===== src/rtl/hazard_ctrl.sv =====
// hazard_ctrl -- pipeline hazard controller for a 5-stage MIPS-style core.
//
// Resolves the pipeline control for each cycle from a small amount of state
// (multiply/divide unit busy tracker plus a one-cycle exception hold) and the
// current hazard inputs.
//
// Ports:
//   clk            clock; all state updates on the rising edge
//   reset          synchronous, active-low reset
//   id_rs_addr     rs field of the instruction in ID
//   id_rt_addr     rt field of the instruction in ID
//   id_rs_used     ID instruction reads rs
//   id_rt_used     ID instruction reads rt
//   idex_mem_r     instruction in EX is a load
//   idex_rd_addr   destination register of the instruction in EX
//   id_md_use      ID instruction touches HI/LO (mult/div, mfhi/mflo, mthi/mtlo)
//   ex_md_start    mult/div enters EX this cycle (1-cycle pulse)
//   ex_md_div      qualifies ex_md_start: 1 = divide, 0 = multiply
//   ex_redirect    taken branch / jump resolved in EX
//   ex_exc         syscall or eret in EX
//   mem_wait       data memory not ready; freeze the whole pipeline
//   pc_stall       hold the PC
//   ifid_stall     hold the IF/ID register
//   ifid_flush     clear the IF/ID register
//   cu_stall       hold the ID/EX register
//   cu_flush       clear the ID/EX register (ignored when cu_stall = 1)
//   md_busy        multiply/divide unit is busy
//   md_count       remaining busy cycles of the multiply/divide unit
module hazard_ctrl (
    input  logic       clk,
    input  logic       reset,
    input  logic [4:0] id_rs_addr,
    input  logic [4:0] id_rt_addr,
    input  logic       id_rs_used,
    input  logic       id_rt_used,
    input  logic       idex_mem_r,
    input  logic [4:0] idex_rd_addr,
    input  logic       id_md_use,
    input  logic       ex_md_start,
    input  logic       ex_md_div,
    input  logic       ex_redirect,
    input  logic       ex_exc,
    input  logic       mem_wait,
    output logic       pc_stall,
    output logic       ifid_stall,
    output logic       ifid_flush,
    output logic       cu_stall,
    output logic       cu_flush,
    output logic       md_busy,
    output logic [5:0] md_count
);

    typedef enum logic {
        IDLE = 1'b0,
        BUSY = 1'b1
    } md_state_t;

    localparam logic [5:0] DIV_CYCLES  = 6'd32;
    localparam logic [5:0] MULT_CYCLES = 6'd4;

    md_state_t  md_state, md_state_nxt;
    logic [5:0] md_cnt, md_cnt_nxt;
    logic       exc_hold, exc_hold_nxt;

    logic       load_use;
    logic       md_hazard;
    logic       exception;

    // State register
    always_ff @(posedge clk) begin
        if (!reset) begin
            md_state <= IDLE;
            md_cnt   <= 6'd0;
            exc_hold <= 1'b0;
        end else begin
            md_state <= md_state_nxt;
            md_cnt   <= md_cnt_nxt;
            exc_hold <= exc_hold_nxt;
        end
    end

    // Next-state logic. The MD counter keeps running through mem_wait
    // because the multiply/divide unit is not frozen by memory stalls;
    // only a new start is held off, since the issuing instruction is frozen.
    always_comb begin
        md_state_nxt = md_state;
        md_cnt_nxt   = md_cnt;
        // Extends a single-cycle exception into a two-cycle flush; a frozen
        // exception is not yet taken, so it does not arm the hold.
        exc_hold_nxt = ex_exc && !mem_wait;
        case (md_state)
            IDLE: begin
                if (ex_md_start && !mem_wait) begin
                    md_state_nxt = BUSY;
                    md_cnt_nxt   = ex_md_div ? DIV_CYCLES : MULT_CYCLES;
                end
            end
            BUSY: begin
                // A start seen here is ignored: no reload while busy.
                if (md_cnt == 6'd1) begin
                    md_state_nxt = IDLE;
                    md_cnt_nxt   = 6'd0;
                end else begin
                    md_cnt_nxt = md_cnt - 6'd1;
                end
            end
            default: begin
                md_state_nxt = IDLE;
                md_cnt_nxt   = 6'd0;
            end
        endcase
    end

    assign load_use  = idex_mem_r && (idex_rd_addr != 5'd0) &&
                       ((id_rs_used && (id_rs_addr == idex_rd_addr)) ||
                        (id_rt_used && (id_rt_addr == idex_rd_addr)));
    assign md_hazard = (md_state == BUSY) && id_md_use;
    assign exception = ex_exc || exc_hold;

    assign md_busy   = reset && (md_state == BUSY);
    assign md_count  = reset ? md_cnt : 6'd0;

    // Control outputs, highest priority first. Reset forces a flush so the
    // pipeline registers come out of reset holding bubbles.
    always_comb begin
        pc_stall   = 1'b0;
        ifid_stall = 1'b0;
        ifid_flush = 1'b0;
        cu_stall   = 1'b0;
        cu_flush   = 1'b0;
        if (!reset) begin
            ifid_flush = 1'b1;
            cu_flush   = 1'b1;
        end else if (mem_wait) begin
            pc_stall   = 1'b1;
            ifid_stall = 1'b1;
            cu_stall   = 1'b1;
        end else if (exception || ex_redirect) begin
            ifid_flush = 1'b1;
            cu_flush   = 1'b1;
        end else if (md_hazard || load_use) begin
            // Hold the front end and insert a bubble into EX.
            pc_stall   = 1'b1;
            ifid_stall = 1'b1;
            cu_flush   = 1'b1;
        end
    end

endmodule


===== config.mk =====
export PLATFORM = sky130hd
export DESIGN_NAME = hazard_ctrl
export DESIGN_NICKNAME = d
export VERILOG_FILES = /design/src/rtl/hazard_ctrl.sv
export SDC_FILE = /design/constraint.sdc
export NUM_CORES = 1
export LEC_CHECK = 0
export BUFFER_PORTS_ARGS = -buffer_cell sky130_fd_sc_hd__buf_2
export CORE_MARGIN = 10
export CORE_UTILIZATION = 37
export DETAILED_ROUTE_END_ITERATION = 16
export MAX_ROUTING_LAYER = met4
export PLACE_DENSITY_LB_ADDON = 0.15
export SETUP_SLACK_MARGIN = 0.5
export SYNTH_ARGS = -nofsm -noshare
export SYNTH_HDL_FRONTEND = slang
export SYNTH_SLANG_ARGS = --single-unit

===== constraint.sdc =====
create_clock -name clk -period 1.8 [get_ports clk]
set_input_delay 0.36 -clock clk [delete_from_list [all_inputs] [get_ports clk]]
set_output_delay 0.36 -clock clk [all_outputs]
set_load 0.05 [all_outputs]

Word level (Yosys, flattened, before mapping)
Index checks and enable logic that the tools add are counted.
Widths: inputs -> output; s select.
{ "totals": {"reg_bits": 8, "output_inout_bits": 12} }
{ "op_classes": {"n_addsub": 1, "eq_ne": 4, "muxes": 20, "n_bitwise": 1, "n_reduce_logical": 14} }
{ "ops": {"columns": ["operator", "n"], "rows": [
  ["$mux 6", 4],
  ["$mux 1", 14],
  ["$pmux 6 s2", 1],
  ["$eq 5x5->1", 2],
  ["$logic_and 1x1->1", 8],
  ["$eq 6x1->1 const B", 1],
  ["$sub 6x1->6 const B", 1],
  ["$reduce_bool 5->1", 1],
  ["$logic_or 1x1->1", 4],
  ["$ne 2x2->1 const B", 1],
  ["$pmux 1 s2", 1],
  ["$logic_not 1->1", 1],
  ["$not 1->1", 1]
]} }

Depth between registers and ports, before layout
{ "depth": {"depth_word": 9, "depth_mapped": 6, "ltp_nobuf": 6} }

Worst setup path after synthesis
Ideal clock, no wire load.
{ "synth_path": {"path_kind": "in2out", "from": "input port ex_exc", "to": "output port pc_stall", "t_arrival_ns": 2.462, "setup_slack_ns": -1.022, "path_stages": 4, "path_cell_list": "nor4b_1 > o211ai_1 > o21ai_0 > buf_4"} }
{ "synth_via": {"elab_chain_len": 5} }
{ "synth_rtl": {"columns": ["element", "line", "source"], "rows": [
  ["from (decl)", "42", "input logic ex_exc,"],
  ["$logic_or 1x1->1", "118", "assign exception = ex_exc || exc_hold;"],
  ["$logic_or 1x1->1", "138", "end else if (exception || ex_redirect) begin"],
  ["$mux 1 (3 in series)", null, null],
  ["to (decl)", "44", "output logic pc_stall,"]
]} }
Every way passes these cells.

Worst setup path after layout
{ "layout_path": {"from": "input port idex_rd_addr[3]", "to": "output port ifid_stall"} }
{ "layout_via": {"elab_chain_len": 9, "word_cells_on_any_way": 13, "classes_between": "eq/ne: 2; mux: 4; reduce/logical: 7"} }
{ "layout_rtl": {"columns": ["element", "line", "source"], "rows": [
  ["from (decl)", "37", "input logic [4:0] idex_rd_addr,"],
  ["$eq 5x5->1, on equally long branches", "115, 116", null],
  ["$logic_and 1x1->1, on equally long branches", "115, 116", null],
  ["$logic_or 1x1->1", "115", "((id_rs_used && (id_rs_addr == idex_rd_addr)) ||"],
  ["$logic_and 1x1->1 (*)", "114", "assign load_use = idex_mem_r && (idex_rd_addr != 5'd0) &&"],
  ["$logic_or 1x1->1 (*)", "141", "end else if (md_hazard || load_use) begin"],
  ["$mux 1 (*)", "141", null],
  ["$mux 1 (*)", "138", null],
  ["$mux 1 (*)", "134", "end else if (mem_wait) begin"],
  ["$mux 1 (*)", "131", "if (!reset) begin"],
  ["to (decl)", "45", "output logic ifid_stall,"]
]} }
Every way passes the cells marked *; elsewhere a longest branch is shown, timed or not.

==> reports/summary.txt <==
result of the run: complete, but fails checks
failing checks: setup timing
total clock buffers created by CTS: 3
setup repair after global routing missed its margin: yes
Post-Place Cell Area: 965 sq um
worst clock skew on the final layout: 0.00458 ns
synthesized instance count: 78
clock latency of the later-clocked register in the worst-skew pair: 0.27 ns
1st-iter DRT viols: 14
number of slew-limit violations in the final report: 0
GR Overflow Total: 0
endpoints failing setup: 3
Final ANT Viol Nets: 0
number of warnings reported in the yosys synthesis log: 0
sequential cell area fraction in the yosys report: 25.4%
Port Buffer Count: 37
buffers from clock root to sink, at most: 2
final wirelength: 3170 um
chip height: 61.2 um
count of flip-flops with a built-in enable after synthesis: 0
HPWL after detailed placement: 1690 um
largest fanout on the critical path: 3
final instance area: 0.00141 sq mm
global-route wire length before repair: 4080 um
initial core utilization: 40.4%
Post-route DRC: 0
count of different cell masters after synthesis: 33
Async SR Flop Fraction: 0%
Post-Syn Area per Cell: 8.07 sq um
required time of the critical path: 1.44 ns
number of levels in the clock H-tree: 1
per-cell routed wire length: 20.9 um
Crit Path Class: in2out
max-slew headroom at the worst pin: 78.6%
final worst setup slack: -0.0906 ns
ratio of cells with drive above 1 in the final layout: 75.0%
number of iterations in the first detailed-routing pass: 4
peak supply drop: 0.356 mV
time the final worst path needs with I/O delays and setup: 1.89 ns
setup TNS: -0.213 ns
final RePlAce weighted congestion: 0.810
number of synthesized register bits: 8
number of vias after detailed routing: 899
post-layout instance count excluding filler cells: 152
Hold Fails Final Rpt: 0
area delta synth->final: 123%
Worst-path clk slew: 0.06 ns
area taken by flip-flops and latches: 178 sq um
category of the worst setup path launch point: input pin
fin crit share: 105%
die extent in x: 61.2 um
count of maximum capacitance violations: 0
fraction of synthesized cell area taken by the top area cell type: 25.4%
Post-layout nets: 166
Filler Cell Count: 71
kind of path behind the tightest hold check: in2reg
GRT Total Usage: 15.1%
antenna violations before repair: 0
largest net degree at the start of global routing: 10
area taken by multi-input logic gates: 622 sq um
number of global-route vias before repair: 878
static power due to leakage: 0.614 nW
Critical Path Sink Type: primary output
num rows: 14
worst-margin pin slew: 0.319 ns
hold_buf cts: 0
placeable core area: 0.00156 sq mm
hold slack final: 0.390 ns
Power Density: 568 mW/mm^2
detailed-route vias per instance: 5.91
fmax: 529 MHz
data arrival time of the critical path: 1.53 ns
cell total after placement: 138
die area: 0.00375 sq mm
Primary FF master, synth: dfxtp_1
cell types with the largest area share after synthesis: dfxtp_1 (25%), xor2_1 (11%), and2_1 (5.0%), nor2_1 (4.8%), a31oi_1 (4.0%)
Tot Pwr: 0.799 mW
TritonCTS clock tree: done
# IOs: 38
area leader, netlist: dfxtp_1
total standard cell area after synthesis: 629 sq um
post-synthesis net count: 106
diode insertion count for antenna repair: 0
# clock sinks: 8
Root Buffer: clkbuf_4
path summary, 6_finish.rpt:
check	from	endpoint	slack (ns)	depth (start not counted)
max	idex_rd_addr[3]	ifid_stall	-0.09	5
min	ex_exc	exc_hold$_SDFF_PN0_	0.39	2
max reg2reg	md_cnt[3]$_SDFFE_PN0P_	md_cnt[5]$_SDFFE_PN0P_	0.04	4
min reg2reg	md_cnt[4]$_SDFFE_PN0P_	md_cnt[4]$_SDFFE_PN0P_	0.62	3
logic make-up (layout without fill, tap and decap cells):
logic type	count (synthesis)	count (layout)	share of synthesized area, %
and+or+nand+nor	30	30	27.0
DFF	8	8	25.4
muxes	2	2	3.18
AOI/OAI and AO/OA	18	18	21.1
xor gates and xnor gates	10	10	13.9
buffers and inverters	8	66	5.37
adders and majority gates	2	2	3.98
routing by layer:
| layer | up-vias | global-route usage (%) | wire length, um |
|---|---|---|---|
| met3 | 17 | 4.53 | 193 |
| met1 | 436 | 16.1 | 1160 |
| met5 | - | - | 0 |
| met4 | 0 | 5.54 | 142 |
| li1 | 399 | - | - |
| met2 | 47 | 25.7 | 1680 |
critical path: stages:
cell	delay [ns]
buf_6	0.10
or4_4	0.54
o211ai_1	0.27
o21ai_4	0.09
buf_6	0.17
cell usage in the layout, fill, tap and decap left out, drive strengths merged, types with 3 or more instances in the layout:
| cell type | synthesis | final |
|---|---|---|
| nor2 | 8 | 8 |
| inv | 5 | 5 |
| o21ai | 3 | 3 |
| nand2 | 3 | 3 |
| or4 | 3 | 3 |
| clkbuf | 1 | 3 |
| a31oi | 4 | 4 |
| and2 | 6 | 6 |
| dfxtp | 8 | 8 |
| buf | 1 | 57 |
| xor2 | 8 | 8 |
flip-flops by register name, summed over array words and instances, names as in the netlist:
signal and count:
md_cnt 6, exc_hold 1, md_state 1
cells in the mapped netlist (3+ instances only):
cell / n
nand2_1: 3
a31oi_1: 4
and2_1: 5
inv_1: 5
o21ai_0: 3
dfxtp_1: 8
nor2_1: 8
xor2_1: 8
power by group:
part | switching [mW] | total, mW | internal (mW)
registers | 0.0165 | 0.210 | 0.194
logic | 0.229 | 0.436 | 0.207
clock network | 0.0756 | 0.153 | 0.0773
total | 0.321 | 0.799 | 0.478
stage by stage:
| stage | util [%] | setup WS [ns] |
|---|---|---|
| 4_1_cts | 83.8 | -0.0742 |
| 3_3_place_gp | 61.9 | -0.163 |
| 2_1_floorplan | - | -0.107 |
| 6_report | 90.1 | -0.0906 |
| 3_5_place_dp | 61.9 | -0.182 |
| 5_1_grt | 90.1 | -0.132 |
final cells by class:
class | instances | area share [%]
timing repair buffer | 57 | 36.5
tap | 16 | 1.42
inverter | 6 | 3.56
multi-input combinational | 62 | 44.3
sequential | 8 | 12.6
clock buffer | 3 | 1.60
repair_timing:
item / CTS / global route
buffers inserted: 8 / 3
hold endpoints to repair: 0 / 0
endpoints found under the setup margin: 17 / 17
resized for setup: 76 / 18
pin swaps: 14 / 12
Power figures use the tool's default switching activity.
